**config.mk**
```make
export PLATFORM = sky130hd
export DESIGN_NAME = multicycle_controller
export DESIGN_NICKNAME = d
export VERILOG_FILES = /design/src/rtl/multicycle_controller.sv
export SDC_FILE = /design/constraint.sdc
export NUM_CORES = 1
export LEC_CHECK = 0
export ABC_AREA = 1
export CELL_PAD_IN_SITES_DETAIL_PLACEMENT = 1
export CELL_PAD_IN_SITES_GLOBAL_PLACEMENT = 1
export CORE_MARGIN = 5
export CORE_UTILIZATION = 23
export CTS_CLUSTER_DIAMETER = 50
export DETAILED_ROUTE_END_ITERATION = 8
export PLACE_DENSITY = 0.9
export SYNTH_ARGS = -nofsm -noshare
export SYNTH_HDL_FRONTEND = slang
export SYNTH_SLANG_ARGS = --single-unit
```
**constraint.sdc**
```tcl
create_clock -name clk -period 2.75 [get_ports clk]
set_clock_uncertainty 0.15 [all_clocks]
set_input_delay 0.825 -clock clk [delete_from_list [all_inputs] [get_ports clk]]
set_output_delay 0.825 -clock clk [all_outputs]
set_load 0.01 [all_outputs]
```
**src/rtl/multicycle_controller.sv**
```systemverilog
// Multicycle RISC-V control unit: main FSM plus ALU and immediate decoders.
// Latency: outputs combinational from state/instruction fields; state advances one step per clk.
// Backpressure: none; every state lasts exactly one cycle.
module multicycle_controller (
    input  logic       clk,
    input  logic       reset,
    input  logic [6:0] op,
    input  logic [2:0] funct3,
    input  logic       funct7b5,
    input  logic       Zero,
    output logic       PCWrite,
    output logic       AdrSrc,
    output logic       MemWrite,
    output logic       IRWrite,
    output logic       RegWrite,
    output logic [1:0] ResultSrc,
    output logic [1:0] ALUSrcA,
    output logic [1:0] ALUSrcB,
    output logic [1:0] ImmSrc,
    output logic [2:0] ALUControl,
    output logic [3:0] State
);

    localparam logic [6:0] OP_LW   = 7'b0000011;
    localparam logic [6:0] OP_SW   = 7'b0100011;
    localparam logic [6:0] OP_RTYP = 7'b0110011;
    localparam logic [6:0] OP_ITYP = 7'b0010011;
    localparam logic [6:0] OP_JAL  = 7'b1101111;
    localparam logic [6:0] OP_BEQ  = 7'b1100011;

    typedef enum logic [3:0] {
        S_FETCH    = 4'd0,
        S_DECODE   = 4'd1,
        S_MEMADR   = 4'd2,
        S_MEMREAD  = 4'd3,
        S_MEMWB    = 4'd4,
        S_MEMWRITE = 4'd5,
        S_EXECUTER = 4'd6,
        S_ALUWB    = 4'd7,
        S_EXECUTEI = 4'd8,
        S_JAL      = 4'd9,
        S_BEQ      = 4'd10
    } state_t;

    state_t     state, state_nxt;
    logic [1:0] aluop;
    logic       pcupdate;
    logic       branch;

    always_ff @(posedge clk or posedge reset) begin
        if (reset) state <= S_FETCH;
        else       state <= state_nxt;
    end

    always_comb begin
        state_nxt = S_FETCH;
        AdrSrc    = 1'b0;
        MemWrite  = 1'b0;
        IRWrite   = 1'b0;
        RegWrite  = 1'b0;
        ResultSrc = 2'b00;
        ALUSrcA   = 2'b00;
        ALUSrcB   = 2'b00;
        aluop     = 2'b00;
        pcupdate  = 1'b0;
        branch    = 1'b0;
        case (state)
            S_FETCH: begin
                state_nxt = S_DECODE;
                IRWrite   = 1'b1;
                ALUSrcB   = 2'b10;
                ResultSrc = 2'b10;
                pcupdate  = 1'b1;
            end
            S_DECODE: begin
                ALUSrcA = 2'b01;
                ALUSrcB = 2'b01;
                case (op)
                    OP_LW, OP_SW: state_nxt = S_MEMADR;
                    OP_RTYP:      state_nxt = S_EXECUTER;
                    OP_ITYP:      state_nxt = S_EXECUTEI;
                    OP_JAL:       state_nxt = S_JAL;
                    OP_BEQ:       state_nxt = S_BEQ;
                    default:      state_nxt = S_FETCH;
                endcase
            end
            S_MEMADR: begin
                state_nxt = (op == OP_LW) ? S_MEMREAD : S_MEMWRITE;
                ALUSrcA   = 2'b10;
                ALUSrcB   = 2'b01;
            end
            S_MEMREAD: begin
                state_nxt = S_MEMWB;
                AdrSrc    = 1'b1;
            end
            S_MEMWB: begin
                ResultSrc = 2'b01;
                RegWrite  = 1'b1;
            end
            S_MEMWRITE: begin
                AdrSrc   = 1'b1;
                MemWrite = 1'b1;
            end
            S_EXECUTER: begin
                state_nxt = S_ALUWB;
                ALUSrcA   = 2'b10;
                aluop     = 2'b10;
            end
            S_EXECUTEI: begin
                state_nxt = S_ALUWB;
                ALUSrcA   = 2'b10;
                ALUSrcB   = 2'b01;
                aluop     = 2'b10;
            end
            S_ALUWB: begin
                RegWrite = 1'b1;
            end
            S_JAL: begin
                // PC <= PC+imm while ALU computes OldPC+4 for the link register
                state_nxt = S_ALUWB;
                ALUSrcA   = 2'b01;
                ALUSrcB   = 2'b10;
                pcupdate  = 1'b1;
            end
            S_BEQ: begin
                ALUSrcA = 2'b10;
                aluop   = 2'b01;
                branch  = 1'b1;
            end
            default: state_nxt = S_FETCH;
        endcase
    end

    assign PCWrite = pcupdate | (branch & Zero);
    assign State   = state;

    always_comb begin
        case (op)
            OP_LW, OP_ITYP: ImmSrc = 2'b00;
            OP_SW:          ImmSrc = 2'b01;
            OP_BEQ:         ImmSrc = 2'b10;
            OP_JAL:         ImmSrc = 2'b11;
            default:        ImmSrc = 2'b00;
        endcase
    end

    always_comb begin
        ALUControl = 3'b000;
        case (aluop)
            2'b01: ALUControl = 3'b001;
            2'b10: begin
                case (funct3)
                    // funct7b5 only means sub for R-type; addi ignores it
                    3'b000:  ALUControl = (op[5] & funct7b5) ? 3'b001 : 3'b000;
                    3'b010:  ALUControl = 3'b101;
                    3'b110:  ALUControl = 3'b011;
                    3'b111:  ALUControl = 3'b010;
                    default: ALUControl = 3'b000;
                endcase
            end
            default: ALUControl = 3'b000;
        endcase
    end

endmodule

```
==> results.ini, run 1 <==
[sta]
hold_viol_final=0
finalWorstSetupSlack_ns=0.0679
fmax_ghz=0.373
slew-limit-headroom_pct=83.4
rsz0062_at_grt=yes
slew_violations=0
period_needed_ns=2.68
worst_slew_pin_slew_ns=0.246
setup_viol=0
period_share_pct=97.5

[setup_path]
crit_path_max_fanout=4
cp_cell_sequence=inv_2 > nor2_4 > buf_4 > inv_1 > a21oi_1 > clkdlybuf4s50_1
worstPathArrival_ns=1.71
required_ns=1.78
crit_type=reg -> out
crit_path_top_delay_cell=clkdlybuf4s50_1
critPathCaptureType=primary output
crit_path_start_kind=flip-flop
max_stage_delay_ns=0.56
worstSetupStartpoint=State[2]$_DFF_PP0_
r2r_start=State[2]$_DFF_PP0_

[layout]
final_util_pct=50.7
seq_area_um2=104
diodes=0
drive_above_1_share_pct=49.1
syn_to_final_growth_pct=117
n_fill_cell=320
design_area_um2=1220
largest_reg_flops=4
fin_nets=179
multi_input_area_um2=457

[route]
totalWireLength_um=2810
drtAntennaViolNets=0
drtIter0Drc=21
first_pass_iters=4
drc=0
vias=868
drt-vias-per-instance=4.54
wire_per_inst_um=14.7

[placement]
place_hpwl_um=2210
port_buffers=33
dpl-instance-area_um2=1100
gp_congestion=0.860
pre_cts_ws_ns=-0.575

[yosys]
syn_area_per_cell_um2=5.98
ys_types=23
ys_warn_count=0
synth-seq-cells=4
syn_nets=110
synth_cells=94
synth_area_um2=562
ys_seq_area_share_pct=17.8

[cts]
ctsHtreeMaxLevel=1
ctsHoldBuffers=0
clk_path_buf_depth=2
insertion_delay_ns=0.23
clock_sinks=4
clk_pin_slew_ns=0.04
ctsRootBufferMaster=clkbuf_4
cts_tree=yes
numCtsBuffers=3

[grt]
grt_max_degree=6
grt_use_total_pct=15.8
antenna_found_initial=0
grt_pass1_wl_um=4160
grt_pass1_vias=1007
grt_overflow=0

[die]
ios=34
die-area_um2=3530
dieWidth_um=59.4
core_um2=2410
die_h_um=59.4
rows=18
initial_core_util_pct=23.3

[worst_hold_path]
hold_class=in -> async

[pwr]
p_leak_nw=0.635
irDropWorstVdd_mv=0.294
power.density_nw_per_um2=476

[status]
status=finished clean

[run]
maxCapViolations=0

[report_power, final]
group	total, mW	switching [mW]	leakage, nW	internal [mW]
clock	0.0727	0.0239	0.0138	0.0488
sequential	0.0931	0.0221	0.0492	0.0710
combinational	0.416	0.206	0.572	0.209
total	0.582	0.252	0.635	0.329
[worst max-delay path: cells and delay by family, from the launching register on]
family	cells	cell delay, ns
compound gates	1	0.14
buf+inv	4	0.81
flops	1	0.42
simple gates	1	0.11
[placed cells by master, fill, tap and decap left out, drive strengths merged]
master / count
nand4: 1
dfrtp: 4
o21ai: 3
buf: 36
inv: 17
dlymetal6s2s: 2
nand3: 9
nor3: 3
o22ai: 1
nand2: 27
nor2: 18
clkdlybuf4s50: 15
nor3b: 1
dlygate4sd2: 11
nand3b: 1
o21ba: 1
a21oi: 5
clkbuf: 4
ha: 2
[path summary, 6_finish.rpt]
check	end	slack, ns	depth (start not counted)
worst max-delay path	RegWrite	0.07	6
worst min-delay path	State[2]$_DFF_PP0_	0.64	2
worst max register to register	State[1]$_DFF_PP0_	1.30	6
worst min register to register	State[0]$_DFF_PP0_	0.70	4
max in group asynchronous	State[0]$_DFF_PP0_	1.65	2
min in group clk	State[0]$_DFF_PP0_	0.70	4
[Yosys cell counts]
| cell type | n | area share (%) |
|---|---|---|
| nand4_1 | 1 | 1.1 |
| o22ai_1 | 1 | 1.1 |
| dfrtp_1 | 4 | 18 |
| nor2_1 | 10 | 6.7 |
| a21oi_1 | 4 | 3.6 |
| nand3_2 | 2 | 3.6 |
| nand2_2 | 5 | 5.6 |
| a21oi_2 | 1 | 1.6 |
| inv_1 | 12 | 8.0 |
| nor3_1 | 3 | 2.7 |
| ha_1 | 2 | 4.5 |
| nand2_4 | 1 | 2.0 |
| buf_4 | 1 | 1.3 |
| inv_2 | 5 | 3.3 |
| nand2_1 | 21 | 14 |
| o21ai_0 | 1 | 0.89 |
| nor2_2 | 7 | 7.8 |
| nor2_4 | 1 | 2.0 |
| nand3b_1 | 1 | 1.3 |
| o21ai_1 | 2 | 1.8 |
| o21ba_2 | 1 | 1.8 |
| nand3_1 | 7 | 6.2 |
| nor3b_1 | 1 | 1.3 |
[layer usage]
metal | GRT usage, % | vias up | part of all wire [%]
li1 | - | 430 | -
met1 | 11.8 | 403 | 30
met2 | 36.8 | 23 | 63
met3 | 2.40 | 12 | 3.2
met4 | 5.50 | 0 | 3.8
met5 | 0 | - | 0
[cell type report]
cell class,instances,share of cell area [%]
timing repair buffer,65,44.0
inverter,17,5.23
tap,30,3.07
clock buffer,3,1.84
multi-input combinational,72,37.4
sequential,4,8.50
[repair_timing]
item	CTS	global route
hold endpoints to repair	0	0
buffers inserted	8	0
endpoints found under the setup margin	9	10
gates resized for setup	43	15
pin swaps	7	4
[kinds of logic after synthesis]
group	count (synthesis)	share of synthesized area (%)
DFF	4	17.8
and+or+nand+nor	60	54.3
adders and majority gates	2	4.45
buffers and inverters	18	12.7
AOI/OAI and AO/OA	10	10.7
[through the flow]
| step | instances | hold WS [ns] | total power [mW] | TNS (ns) |
|---|---|---|---|---|
| finish | 191 | 0.635 | 0.582 | 0 |
| global route | 191 | 0.655 | 0.616 | -0.0731 |
| CTS | 191 | 0.634 | 0.557 | -0.0315 |
| detailed placement | 180 | 0.672 | 0.489 | -2.46 |
| global placement | 180 | 0.650 | 0.477 | -2.12 |
| floorplan | 94 | 0.441 | 0.260 | 0 |
(Power assumes the default switching activity.)
==> run 2: changes to the inputs <==
- CORE_ASPECT_RATIO: default -> 0.75
==> run 2 against run 1 <==
Against the previous run:
- the run now ends with setup timing left
- total power fell by 0.60%
- global-route usage decreased by 0.090 points
- register-to-register slack is essentially flat
- die area grew 0.29%
- worst setup slack got worse by 0.076 ns
- design area grew 9.5%
- critical path type unchanged
- highest routed layer unchanged
==> results.ini, run 2 (synthesis results as in run 1) <==
[status]
status=finished with violations  ; was finished clean
violations=setup timing

[route]
totalWireLength_um=3090  ; was 2810 um
vias=894  ; was 868
drtIter0Drc=21  ; unchanged
wire_per_inst_um=15.5  ; was 14.7 um
drc=0  ; unchanged
drtAntennaViolNets=0  ; unchanged
first_pass_iters=3  ; was 4
drt-vias-per-instance=4.49  ; was 4.54

[sta]
hold_slack_ns=0.630  ; was 0.635 ns
fmax_ghz=0.363  ; was 0.373 GHz
slew_violations=0  ; unchanged
slew-limit-headroom_pct=80.6  ; was 83.4%
setup_viol=1  ; was 0
worst_slew_pin_slew_ns=0.289  ; was 0.246 ns
period_needed_ns=2.76  ; was 2.68 ns
hold_viol_final=0  ; unchanged
period_share_pct=100  ; was 97.5%
finalWorstSetupSlack_ns=-0.00798  ; was 0.0679 ns

[grt]
grt_use_total_pct=15.7  ; was 15.8%
grt_use_met3_pct=3.00  ; was 2.40%
grt_pass1_wl_um=4050  ; was 4160 um
antenna_found_initial=0  ; unchanged
busiest_layer=met2  ; unchanged
met2_usage_pct=33.4  ; was 36.8%
grt_max_degree=6  ; unchanged
grt_pass1_vias=936  ; was 1007
grt_overflow=0  ; unchanged
grt_util_met1_pct=14.3  ; was 11.8%

[layout]
n_fill_cell=303  ; was 320
largest_reg_flops=4  ; unchanged
drive_above_1_share_pct=51.5  ; was 49.1%
diodes=0  ; unchanged
layout_commonest_cell=buf_4  ; unchanged
final_util_pct=57.9  ; was 50.7%
layout_common_cells=buf_4, nand2_1, clkdlybuf4s50_1, dlygate4sd2_1, inv_1  ; was buf_4, nand2_1, clkdlybuf4s50_1
fin_nets=183  ; was 179
final_cells=199  ; was 191
syn_to_final_growth_pct=138  ; was 117%

[pwr]
p_leak_nw=0.751  ; was 0.635 nW
irDropWorstVdd_mv=0.135  ; was 0.294 mV
power.density_nw_per_um2=432  ; was 476 nW/um2

[placement]
gp_congestion=0.759  ; was 0.860
place_hpwl_um=1960  ; was 2210 um
port_buffers=33  ; unchanged
placedCellCount=184  ; was 180

[setup_path]
required_ns=1.78  ; about the same
max_stage_delay_ns=0.58  ; was 0.56 ns
crit_path_top_delay_cell=clkdlybuf4s50_1  ; unchanged
crit_path_max_fanout=4  ; unchanged
critPathCaptureType=primary output  ; unchanged
worstPathArrival_ns=1.78  ; was 1.71 ns
crit_type=reg -> out  ; unchanged
crit_path_start_kind=flip-flop  ; unchanged
cp_cell_sequence=inv_2 > nor2_4 > nand2_2 > nand2_4 > inv_2 > o21ai_1 > clkdlybuf4s50_1  ; was inv_2 > nor2_4 > buf_4 > inv_1 > a21oi_1 > clkdlybuf4s50_1
crit_top_cell=inv_2

[die]
ios=34  ; unchanged
initial_core_util_pct=24.3  ; was 23.3%
core_um2=2310  ; was 2410 um2
dieWidth_um=67.1  ; was 59.4 um
die-area_um2=3540  ; was 3530 um2
rows=15  ; was 18
die_h_um=52.8  ; was 59.4 um

[cts]
clock_sinks=4  ; unchanged
ctsHoldBuffers=0  ; unchanged
clk_pin_slew_ns=0.05  ; was 0.04 ns
ctsHtreeMaxLevel=1  ; unchanged
insertion_delay_ns=0.24  ; was 0.23 ns
ctsRootBufferMaster=clkbuf_4  ; unchanged
numCtsBuffers=3  ; unchanged
cts_tree=yes  ; unchanged
clk_path_buf_depth=2  ; unchanged

[worst_hold_path]
hold_class=in -> async  ; unchanged

[run]
maxCapViolations=0  ; unchanged

==> run 2: changes by cell type in the layout (fill, tap and decap cells not counted), sizes merged <==
cell / before / now
dlymetal6s2s: 2 / 7
clkdlybuf4s50: 15 / 11
clkbuf: 4 / 3
buf: 36 / 40
==> run 2: worst max-delay path, delay by kind of cell (launching register included) <==
| family | cells | cell delay, ns |
|---|---|---|
| and+or+nand+nor | 3 | 0.33 |
| buffers and inverters | 3 | 0.71 |
| AOI/OAI and AO/OA | 1 | 0.10 |
| DFF | 1 | 0.42 |
==> run 2: where the power goes <==
group / internal, mW / switching (mW)
Combinational: 0.204 / 0.206
Clock: 0.0491 / 0.0286
Sequential: 0.0711 / 0.0199
==> run 2: what timing repair did <==
action	in CTS	in global routing
pin swaps	10	13
setup endpoints to repair	8	9
gates resized for setup	40	27
hold endpoints to repair	0	0
setup buffers	9	3
==> run 2: per-stage QoR <==
stage	cell area (um2)	total power, mW	TNS (ns)	setup slack, ns
final	1340	0.578	-0.00798	-0.00798
after global routing	1340	0.615	-0.145	-0.0964
after CTS	1210	0.558	-0.100	-0.0673
after detailed placement	1110	0.487	-2.35	-0.542
after global placement	1110	0.473	-2.12	-0.477
after floorplan	562	0.260	0	0.271
==> run 2: final timing paths <==
kind | startpoint | endpoint | slack (ns) | depth (start not counted)
worst min register to register | State[3]$_DFF_PP0_ | State[0]$_DFF_PP0_ | 0.66 | 4
worst max-delay path | State[1]$_DFF_PP0_ | ALUSrcA[1] | -0.008 | 7
worst max register to register | State[2]$_DFF_PP0_ | State[1]$_DFF_PP0_ | 1.30 | 6
min in group clk | State[3]$_DFF_PP0_ | State[0]$_DFF_PP0_ | 0.66 | 4
max in group asynchronous | reset | State[2]$_DFF_PP0_ | 1.65 | 2
worst min-delay path | reset | State[1]$_DFF_PP0_ | 0.63 | 2
==> run 2: cell type report <==
class / count / area (um2) / area share (%)
Timing Repair Buffer: 69 / 601 / 44.9
Multi-Input combinational cell: 72 / 504 / 37.7
Sequential cell: 4 / 104 / 7.76
Inverter: 17 / 63.8 / 4.77
Tap cell: 34 / 42.5 / 3.18
Clock buffer: 3 / 22.5 / 1.68
==> run 2: per-layer routing <==
layer  vias to the layer above  wire, um  share of wire [%]
met3                         8       113                3.7
met5                         -         0                  0
met4                         0        70                2.3
met2                        25      1780                 58
li1                        437         -                  -
met1                       424      1120                 36
